`config.mk`:
```
export PLATFORM = sky130hd
export DESIGN_NAME = cla_pipe
export DESIGN_NICKNAME = d
export VERILOG_FILES = /design/src/rtl/cla_pkg.sv /design/src/rtl/cla_chunk.sv /design/src/rtl/cla_pipe.sv
export SDC_FILE = /design/constraint.sdc
export NUM_CORES = 1
export LEC_CHECK = 0
export ABC_AREA = 1
export CAP_MARGIN = 20
export CORE_MARGIN = 2
export CORE_UTILIZATION = 40
export CTS_CLUSTER_DIAMETER = 100
export DETAILED_ROUTE_END_ITERATION = 8
export GPL_ROUTABILITY_DRIVEN = 0
export PLACE_DENSITY = 0.61
export SETUP_SLACK_MARGIN = 0.15
export SYNTH_ARGS = -nofsm -noshare
export SYNTH_HDL_FRONTEND = slang
export SYNTH_SLANG_ARGS = --single-unit
```
`constraint.sdc`:
```
create_clock -name clk -period 5.8 [get_ports clk]
set_clock_uncertainty 0.05 [all_clocks]
set_input_delay 0.87 -clock clk [delete_from_list [all_inputs] [get_ports clk]]
set_output_delay 0.87 -clock clk [all_outputs]
set_load 0.02 [all_outputs]
```
`src/rtl/cla_pkg.sv`:
```
// Shared types and helpers for the pipelined carry-lookahead adder.
package cla_pkg;

    typedef enum logic {
        OP_ADD = 1'b0,
        OP_SUB = 1'b1
    } op_e;

    function automatic int unsigned chunk_width(input int unsigned width,
                                                input int unsigned stages);
        return width / stages;
    endfunction

endpackage

```
`src/rtl/cla_chunk.sv`:
```
// Combinational carry-lookahead slice: every internal carry is a flat sum of
// generate/propagate products rather than a rippled chain.
module cla_chunk #(
    parameter int unsigned CW = 8
) (
    input  logic [CW-1:0] a,
    input  logic [CW-1:0] b,
    input  logic          ci,
    output logic [CW-1:0] s,
    output logic          co,
    output logic          pg,
    output logic          gg
);

    logic [CW-1:0] p;
    logic [CW-1:0] g;
    logic [CW:0]   c;
    logic          prod;
    logic          acc;

    assign p  = a ^ b;
    assign g  = a & b;
    assign pg = &p;
    assign s  = p ^ c[CW-1:0];

    always_comb begin
        c    = '0;
        prod = 1'b1;
        acc  = 1'b0;
        for (int i = 0; i <= CW; i++) begin
            prod = 1'b1;
            acc  = 1'b0;
            for (int j = i - 1; j >= 0; j--) begin
                acc  = acc | (prod & g[j]);
                prod = prod & p[j];
            end
            c[i] = acc | (prod & ci);
        end
        // After the last pass acc holds the generate term of the whole slice.
        gg = acc;
        co = c[CW];
    end

endmodule

```
`src/rtl/cla_pipe.sv`:
```
// Pipelined add/sub: bank 0 registers the operands, bank k+1 holds the result
// after chunk k; a single global enable stalls every bank together.
module cla_pipe
    import cla_pkg::*;
#(
    parameter int unsigned WIDTH  = 32,
    parameter int unsigned STAGES = 4
) (
    input  logic             clk,
    input  logic             rst,
    input  logic             in_valid,
    output logic             in_ready,
    input  logic [WIDTH-1:0] a,
    input  logic [WIDTH-1:0] b,
    input  logic             ci,
    input  op_e              op,
    output logic             out_valid,
    input  logic             out_ready,
    output logic [WIDTH-1:0] z,
    output logic             co,
    output logic             ovf,
    output logic             zero
);

    localparam int unsigned CW = chunk_width(WIDTH, STAGES);

    logic              en;
    logic [STAGES:0]   v_q;
    logic [STAGES:0]   c_q;
    logic [WIDTH-1:0]  a_q    [STAGES];
    logic [WIDTH-1:0]  b_q    [STAGES];
    logic [WIDTH-1:0]  r_q    [1:STAGES];
    logic [WIDTH-1:0]  r_base [STAGES];
    logic [WIDTH-1:0]  r_next [STAGES];
    logic [CW-1:0]     s      [STAGES];
    logic [STAGES-1:0] cout;
    logic [STAGES-1:0] gp;
    logic [STAGES-1:0] gg;
    logic              ovf_q;
    logic              zero_q;
    logic              ovf_d;
    logic              zero_d;
    logic              unused_pg;

    assign en        = !v_q[STAGES] || out_ready;
    assign in_ready  = en;
    assign out_valid = v_q[STAGES];
    assign z         = r_q[STAGES];
    assign co        = c_q[STAGES];
    assign ovf       = ovf_q;
    assign zero      = zero_q;
    assign unused_pg = ^{gp, gg};

    for (genvar k = 0; k < STAGES; k++) begin : g_stage
        cla_chunk #(
            .CW (CW)
        ) u_chunk (
            .a  (a_q[k][k*CW +: CW]),
            .b  (b_q[k][k*CW +: CW]),
            .ci (c_q[k]),
            .s  (s[k]),
            .co (cout[k]),
            .pg (gp[k]),
            .gg (gg[k])
        );
    end

    assign r_base[0] = '0;
    for (genvar k = 1; k < STAGES; k++) begin : g_base
        assign r_base[k] = r_q[k];
    end

    always_comb begin
        for (int k = 0; k < STAGES; k++) begin
            r_next[k]               = r_base[k];
            r_next[k][k*CW +: CW]   = s[k];
        end
    end

    assign zero_d = ~|r_next[STAGES-1];
    assign ovf_d  = (a_q[STAGES-1][WIDTH-1] == b_q[STAGES-1][WIDTH-1]) &&
                    (r_next[STAGES-1][WIDTH-1] != a_q[STAGES-1][WIDTH-1]);

    always_ff @(posedge clk) begin
        if (rst) begin
            v_q    <= '0;
            c_q    <= '0;
            ovf_q  <= 1'b0;
            zero_q <= 1'b0;
            for (int k = 0; k < STAGES; k++) begin
                a_q[k] <= '0;
                b_q[k] <= '0;
            end
            for (int k = 1; k <= STAGES; k++) begin
                r_q[k] <= '0;
            end
        end else if (en) begin
            // en implies in_ready, so in_valid alone marks a transfer.
            v_q    <= {v_q[STAGES-1:0], in_valid};
            c_q    <= {cout, ci};
            a_q[0] <= a;
            b_q[0] <= (op == OP_SUB) ? ~b : b;
            for (int k = 1; k < STAGES; k++) begin
                a_q[k] <= a_q[k-1];
                b_q[k] <= b_q[k-1];
            end
            for (int k = 1; k <= STAGES; k++) begin
                r_q[k] <= r_next[k-1];
            end
            ovf_q  <= ovf_d;
            zero_q <= zero_d;
        end
    end

`ifdef FORMAL
    localparam int unsigned Depth = STAGES + 2;

    logic [WIDTH:0] ref_q [Depth];
    int unsigned    wr_q;
    int unsigned    rd_q;

    always_ff @(posedge clk) begin
        if (rst) begin
            wr_q <= 0;
            rd_q <= 0;
        end else begin
            if (in_valid && in_ready) begin
                ref_q[wr_q] <= {1'b0, a} + {1'b0, ((op == OP_SUB) ? ~b : b)} +
                               {{WIDTH{1'b0}}, ci};
                wr_q        <= (wr_q + 1) % Depth;
            end
            if (out_valid && out_ready) begin
                rd_q <= (rd_q + 1) % Depth;
            end
        end
    end

    always_comb begin
        if (!rst && out_valid) begin
            assert ({co, z} == ref_q[rd_q]);
        end
    end

    assert property (@(posedge clk) disable iff (rst)
        (out_valid && !out_ready) |=> (out_valid && $stable({z, co, ovf, zero})));
`endif

endmodule

```
==> run metrics, run 1 <==
Setup TNS=0 ns; first-pass GRT wire length=29300 um; status=complete, no violations; reg2reg end=b_q[0][26]$_SDFFCE_PN0P_; Detailed Place HPWL=11200 um; worst slew pin tran=1.03 ns; Hold Crit Class=reg -> reg; CTS resizes=0; CTS tree=yes; RSZ-0062 raised after global routing=false; post-route setup slack=2.66 ns; Nets=1270; initial core utilization=0.408; LEAKAGE=5.71 nW; Pwr Density=297 nW/um^2; finished layout cell area=13600 um^2; FF-to-FF path depth=6; CTS H-tree depth=1; TritonCTS sink count=252; vias in the first global route=6261; # hold bufs at CTS=0; synth unique cells=33; maxcap violations=0; Worst path max stage delay=0.75 ns; largest net degree at the start of global routing=156; PortBufs=106; final non-filler cell total=1560; cell total after placement=1513; Critical path buffers and inverters=3; Fin. Hold Viols=0; area grow syn2layout=19.5%; min-delay src=ovf$_SDFFE_PP0P_; initial antenna violation count=0; # diodes=0; Reg clk slew, reported paths=0.06 ns; WS Path Type=in -> reg; Root Buffer=clkbuf_16; final setup vio count=0; grt ovf=0; Final Max Slew Viols=0; slowest CP cell=inv_6; Crit. End Element=register; WHS Endpoint=ovf$_SDFFE_PP0P_; Yosys reg bits=252; CTS max path bufs=3; critical path depth=5; FMAX=319 MHz; r2r setup slk=3.15 ns; die area=29900 um^2; reg2reg start=v_q[4]$_SDFFE_PP0P_; multi-input logic area=2910 um^2; Vert. Die Dim=173 um; drt first pass iters=4; Rows=61; Peak VDD IR=0.133 mV; Top Ports=107; Vias=6639; Ys Warns=0; Worst Hold Depth=2; syn_nets=1164; Overall Global Routing Usage=0.115; WL/cell=11.0 um; pre-CTS setup slack=2.11 ns; maximum fanout along the worst path=151; Fill cells=2570; Gate Count Post-Synth=1057; Seq/Total Area, Yosys=0.653; WL final=17100 um; Final period util=0.541; Final min period=3.14 ns; syn_area_per_cell=10.8 um^2; final core utilization=0.488; post-CTS setup buffer count=0; via density per instance=4.26; critical path launch point type=input pin; clk_lat worst skew=0.52 ns; Num CTS Buffers=26; CORE AREA=27900 um^2; die width=173 um; share of cells above drive strength 1=0.0668; Iteration-0 DRC Markers=505; DRC viols=0; Reg area=7450 um^2; CP required=5.99 ns; Detail Route Antenna Nets=0; Post-Synthesis Cell Area=11400 um^2; Crit path max-delay family=buffers and inverters; Placement Cell Area=12800 um^2; Slew headroom=0.312; CP Cell Sequence=clkdlybuf4s50_1 -> nor2_4 -> inv_6 -> buf_4 -> nor2_1; CP Data Arrival Time=3.33 ns
[layout by cell type, fill, tap and decap left out, drive strengths merged]
cell	netlist	final
clkinv	0	14
nor3	4	4
o211ai	3	3
nand3	32	32
and3	3	3
dfxtp	12	12
nand4	12	12
inv	228	228
nor2	277	277
edfxtp	240	240
clkbuf	6	29
o22ai	3	3
ha	33	33
xnor2	34	34
a31oi	3	3
nand2	89	89
a21oi	27	27
nand3b	2	2
o21a	3	3
clkinvlp	0	1
bufinv	0	3
o21ai	11	11
fa	4	4
clkdlybuf4s50	0	105
xor2	5	5
buf	26	5
[final cells by class]
type,instances,area share
inverters,228,0.0637
flip-flops and latches,252,0.546
repair buffers,110,0.0797
clock inverters,18,0.0120
multi-input cells,545,0.213
well taps,378,0.0347
clock buffers,29,0.0501
[metal layers]
metal	GRT usage	vias to the layer above	wire length, um
met5	0	-	0
met4	0.0360	0	379
met3	0.0218	31	844
met2	0.170	133	7030
met1	0.171	2925	8860
li1	-	3550	-
[worst max path at each step]
stage | to | slack [ns] | startpoint
5_1_grt | b_q[0][47]$_SDFFCE_PN0P_ | 2.45 | rst
3_5_place_dp | b_q[0][47]$_SDFFCE_PN0P_ | 2.11 | rst
2_1_floorplan | c_q[1]$_SDFFE_PP0P_ | 1.42 | out_ready
6_report | b_q[0][26]$_SDFFCE_PN0P_ | 2.66 | rst
3_3_place_gp | b_q[0][26]$_SDFFCE_PN0P_ | 2.16 | rst
4_1_cts | b_q[0][47]$_SDFFCE_PN0P_ | 2.65 | rst
[Yosys cell counts]
| library cell | number | share of area |
|---|---|---|
| a21oi_2 | 4 | 0.0031 |
| xnor2_1 | 34 | 0.026 |
| nor2_4 | 4 | 0.0039 |
| clkbuf_1 | 6 | 0.0020 |
| nand3_1 | 26 | 0.011 |
| nand3b_1 | 2 | 0.0013 |
| nor3_4 | 2 | 0.0029 |
| fa_1 | 4 | 0.0070 |
| nand2_2 | 14 | 0.0077 |
| inv_1 | 225 | 0.074 |
| buf_4 | 10 | 0.0066 |
| o22ai_1 | 3 | 0.0016 |
| nand3_2 | 6 | 0.0053 |
| a21oi_1 | 23 | 0.010 |
| o21ai_1 | 1 | 0.00044 |
| o211ai_1 | 3 | 0.0020 |
| dfxtp_1 | 12 | 0.021 |
| xor2_1 | 5 | 0.0038 |
| edfxtp_1 | 240 | 0.63 |
| and3_1 | 3 | 0.0016 |
| buf_6 | 3 | 0.0030 |
| o21ai_0 | 10 | 0.0044 |
| nor3_1 | 1 | 0.00044 |
| nor2_1 | 272 | 0.089 |
| o21a_1 | 3 | 0.0020 |
| nor2_2 | 1 | 0.00055 |
| nand4_1 | 12 | 0.0066 |
| inv_2 | 3 | 0.00099 |
| nand2_1 | 75 | 0.025 |
| buf_2 | 13 | 0.0057 |
| a31oi_1 | 3 | 0.0016 |
| ha_1 | 33 | 0.036 |
| nor3_2 | 1 | 0.00088 |
[flip-flops by register name, indices dropped and copies added, names as in the netlist]
name  cells
a_q      80
b_q      80
r_q      80
c_q       5
v_q       5
ovf       1
zero      1
[where the power goes]
part	total (mW)	switching [mW]	internal [mW]
logic	0.306	0.168	0.137
clock network	1.63	0.654	0.976
registers	2.12	0.0301	2.09
[kinds of logic after synthesis]
group / after synthesis / synth area share
buffers and inverters: 260 / 0.0922
AO/OA/AOI/OAI: 50 / 0.0252
AND/OR/NAND/NOR: 419 / 0.157
XOR/XNOR: 39 / 0.0299
adder cells (fa/ha/maj): 37 / 0.0432
flip-flops: 252 / 0.653
[per-stage QoR]
step,hold WS (ns),power [mW]
detailed placement,0.396,2.47
floorplan,0.380,2.36
global placement,0.400,2.46
finish,0.406,4.05
global route,0.441,4.22
CTS,0.409,4.10
[worst register-to-register path, stage by stage (launching register included)]
cell     delay, ns
dfxtp_1       0.33
inv_1         0.06
nor2_4        0.11
nor2_4        0.13
inv_6         0.75
buf_4         0.76
nor2_1        0.18
(Power assumes the default switching activity.)
==> run 2: changes to the inputs <==
--- a/config.mk
+++ b/config.mk
@@ -12,7 +12,7 @@
 export CTS_CLUSTER_DIAMETER = 100
 export DETAILED_ROUTE_END_ITERATION = 8
 export GPL_ROUTABILITY_DRIVEN = 0
-export PLACE_DENSITY = 0.61
+export PLACE_DENSITY = 0.63
 export SETUP_SLACK_MARGIN = 0.15
 export SYNTH_ARGS = -nofsm -noshare
 export SYNTH_HDL_FRONTEND = slang
==> constraint.sdc (replaced) <==
create_clock -name clk -period 2.7 [get_ports clk]
set_clock_uncertainty 0.05 [all_clocks]
set_input_delay 0.405 -clock clk [delete_from_list [all_inputs] [get_ports clk]]
set_output_delay 0.405 -clock clk [all_outputs]
set_load 0.02 [all_outputs]
==> run 2 against run 1 <==
Count of clock-buffer cells in the layout grew 10. First-iteration DRC count shrank 13%. Via count shrank 1.1%. Sequential power grew 110%. Critical path type is now in -> out. Largest cell class unchanged. Highest routed layer unchanged.
==> run metrics, run 2 (synthesized netlist as in run 1, its figures left out) <==
r2r setup slk=0.82 ns (was 3.15 ns); reg2reg end=r_q[0][117]$_SDFFCE_PN0P_ (was b_q[0][26]$_SDFFCE_PN0P_); die width=173 um (unchanged); Slew headroom=0.682 (was 0.312); CTS H-tree depth=1 (unchanged); Setup TNS=0 ns (unchanged); post-CTS setup buffer count=0 (unchanged); CTS tree=yes (unchanged); Reg clk slew, reported paths=0.06 ns (about the same); Top Ports=107 (unchanged); CTS max path bufs=3 (unchanged); commonest non-fill, non-tap cell in the layout=nor2_1 (unchanged); TritonCTS sink count=252 (unchanged); area grow syn2layout=21.7% (was 19.5%); Final period util=0.801; WS Path Type=in -> out (was in -> reg); PortBufs=106 (unchanged); Final Max Slew Viols=0 (unchanged); Detailed Place HPWL=12000 um (was 11200 um); first-pass GRT wire length=30600 um (was 29300 um); Overall Global Routing Usage=0.120 (was 0.115); drt first pass iters=4 (unchanged); Root Buffer=clkbuf_16 (unchanged); Vert. Die Dim=173 um (unchanged); Hold Crit Class=reg -> reg (unchanged); Rows=61 (unchanged); LEAKAGE=5.84 nW (was 5.71 nW); leading registers by flop count=a_q: 80 flops, b_q: 80 flops, r_q: 80 flops (unchanged); Pwr Density=633 nW/um^2 (was 297 nW/um^2); # diodes=0 (unchanged); Crit. End Element=primary output (was register); most frequent cells in the layout=nor2_1, edfxtp_1, inv_1 (unchanged); status=complete, no violations (unchanged); vias in the first global route=6456 (was 6261); # hold bufs at CTS=0 (unchanged); critical path launch point type=input pin (unchanged); CORE AREA=27900 um^2 (unchanged); Fill cells=2560 (was 2570); Reg area=7450 um^2 (unchanged); FMAX=462 MHz; final setup vio count=0 (unchanged); grt ovf=0 (unchanged); Placement Cell Area=13000 um^2 (was 12800 um^2); CP Data Arrival Time=1.71 ns (was 3.33 ns); cell total after placement=1528 (was 1513); DRC viols=0 (unchanged); Num CTS Buffers=26 (unchanged); via density per instance=4.17 (was 4.26); FF-to-FF path depth=11 (was 6); Vias=6568 (was 6639); met2 usage=0.180 (was 0.170); worst slew pin tran=0.477 ns (was 1.03 ns); largest net degree at the start of global routing=63 (was 156); maxcap violations=0 (unchanged); RSZ-0062 raised after global routing=false (unchanged); Critical Path Start=out_ready (was rst); met3 Usage GRT=0.0226 (was 0.0218); WL final=17500 um (was 17100 um); multi-input logic area=2910 um^2 (unchanged); initial antenna violation count=0 (unchanged); finished layout cell area=13900 um^2 (was 13600 um^2); die area=29900 um^2 (unchanged); share of cells above drive strength 1=0.0777 (was 0.0668); Detail Route Antenna Nets=0 (unchanged); initial core utilization=0.408 (unchanged); Nets=1285 (was 1270); met1 Usage GRT=0.180 (was 0.171); WL/cell=11.1 um (was 11.0 um); Iteration-0 DRC Markers=437 (was 505); final non-filler cell total=1575 (was 1560); maximum fanout along the worst path=3 (was 151); clk_lat worst skew=0.51 ns (was 0.52 ns); Peak VDD IR=0.341 mV (was 0.133 mV); Setup crit end=in_ready (was b_q[0][26]$_SDFFCE_PN0P_); CP required=2.25 ns (was 5.99 ns); CTS resizes=0 (unchanged); Fin. Hold Viols=0 (unchanged); reg2reg start=b_q[0][81]$_SDFFCE_PN0P_ (was v_q[4]$_SDFFE_PP0P_); Final min period=2.16 ns; busiest grt layer=met1 (unchanged); Power Total=8.79 mW (was 4.05 mW)
-- run 2: cell count changes in the layout (fill, tap and decap cells not counted), sizes merged --
cell and change:
buf +15, clkinvlp -1, bufinv -2, clkinv -8
clkbuf +10, inv +1
-- run 2: power breakdown --
| group | internal, mW | leakage (nW) | switching (mW) | total [mW] |
|---|---|---|---|---|
| sequential | 4.49 | 2.97 | 0.0671 | 4.55 |
| clock | 2.20 | 0.437 | 1.37 | 3.56 |
| combinational | 0.311 | 2.44 | 0.365 | 0.676 |
| total | 6.99 | 5.84 | 1.80 | 8.79 |
-- run 2: worst min path at each step --
stage	start	to	slack [ns]	cells past startpoint
2_1_floorplan	v_q[3]$_SDFFE_PP0P_	v_q[4]$_SDFFE_PP0P_	0.38	2
3_3_place_gp	ovf$_SDFFE_PP0P_	ovf$_SDFFE_PP0P_	0.41	2
3_5_place_dp	c_q[4]$_SDFFE_PP0P_	c_q[4]$_SDFFE_PP0P_	0.40	2
4_1_cts	c_q[4]$_SDFFE_PP0P_	c_q[4]$_SDFFE_PP0P_	0.41	2
5_1_grt	ovf$_SDFFE_PP0P_	ovf$_SDFFE_PP0P_	0.44	2
6_report	c_q[4]$_SDFFE_PP0P_	c_q[4]$_SDFFE_PP0P_	0.41	2
-- run 2: layout make-up --
class,count,area share
Clock buffer,39,0.0594
Sequential cell,252,0.536
Inverter,228,0.0625
Multi-Input combinational cell,545,0.210
Timing Repair Buffer,125,0.0935
Clock inverter,8,0.00442
Tap cell,378,0.0341
-- run 2: layer usage --
layer  vias up  wire (um)
li1       3590          -
met1      2839       9210
met2       121       7230
met3        18        840
met4         0        234
met5         -          0
-- run 2: critical path, stage by stage --
cell and delay (ns):
clkdlybuf4s50_1 0.50, nor2_4 0.06, inv_1 0.12, clkdlybuf4s50_1 0.62
-- run 2: per-stage QoR --
step / utilization / worst slack (ns) / hold slack, ns
finish: 0.497 / 0.537 / 0.407
detailed placement: 0.465 / 0.456 / 0.398
global route: 0.497 / 0.472 / 0.440
global placement: 0.465 / 0.457 / 0.405
CTS: 0.497 / 0.518 / 0.413
floorplan: - / 0.245 / 0.380
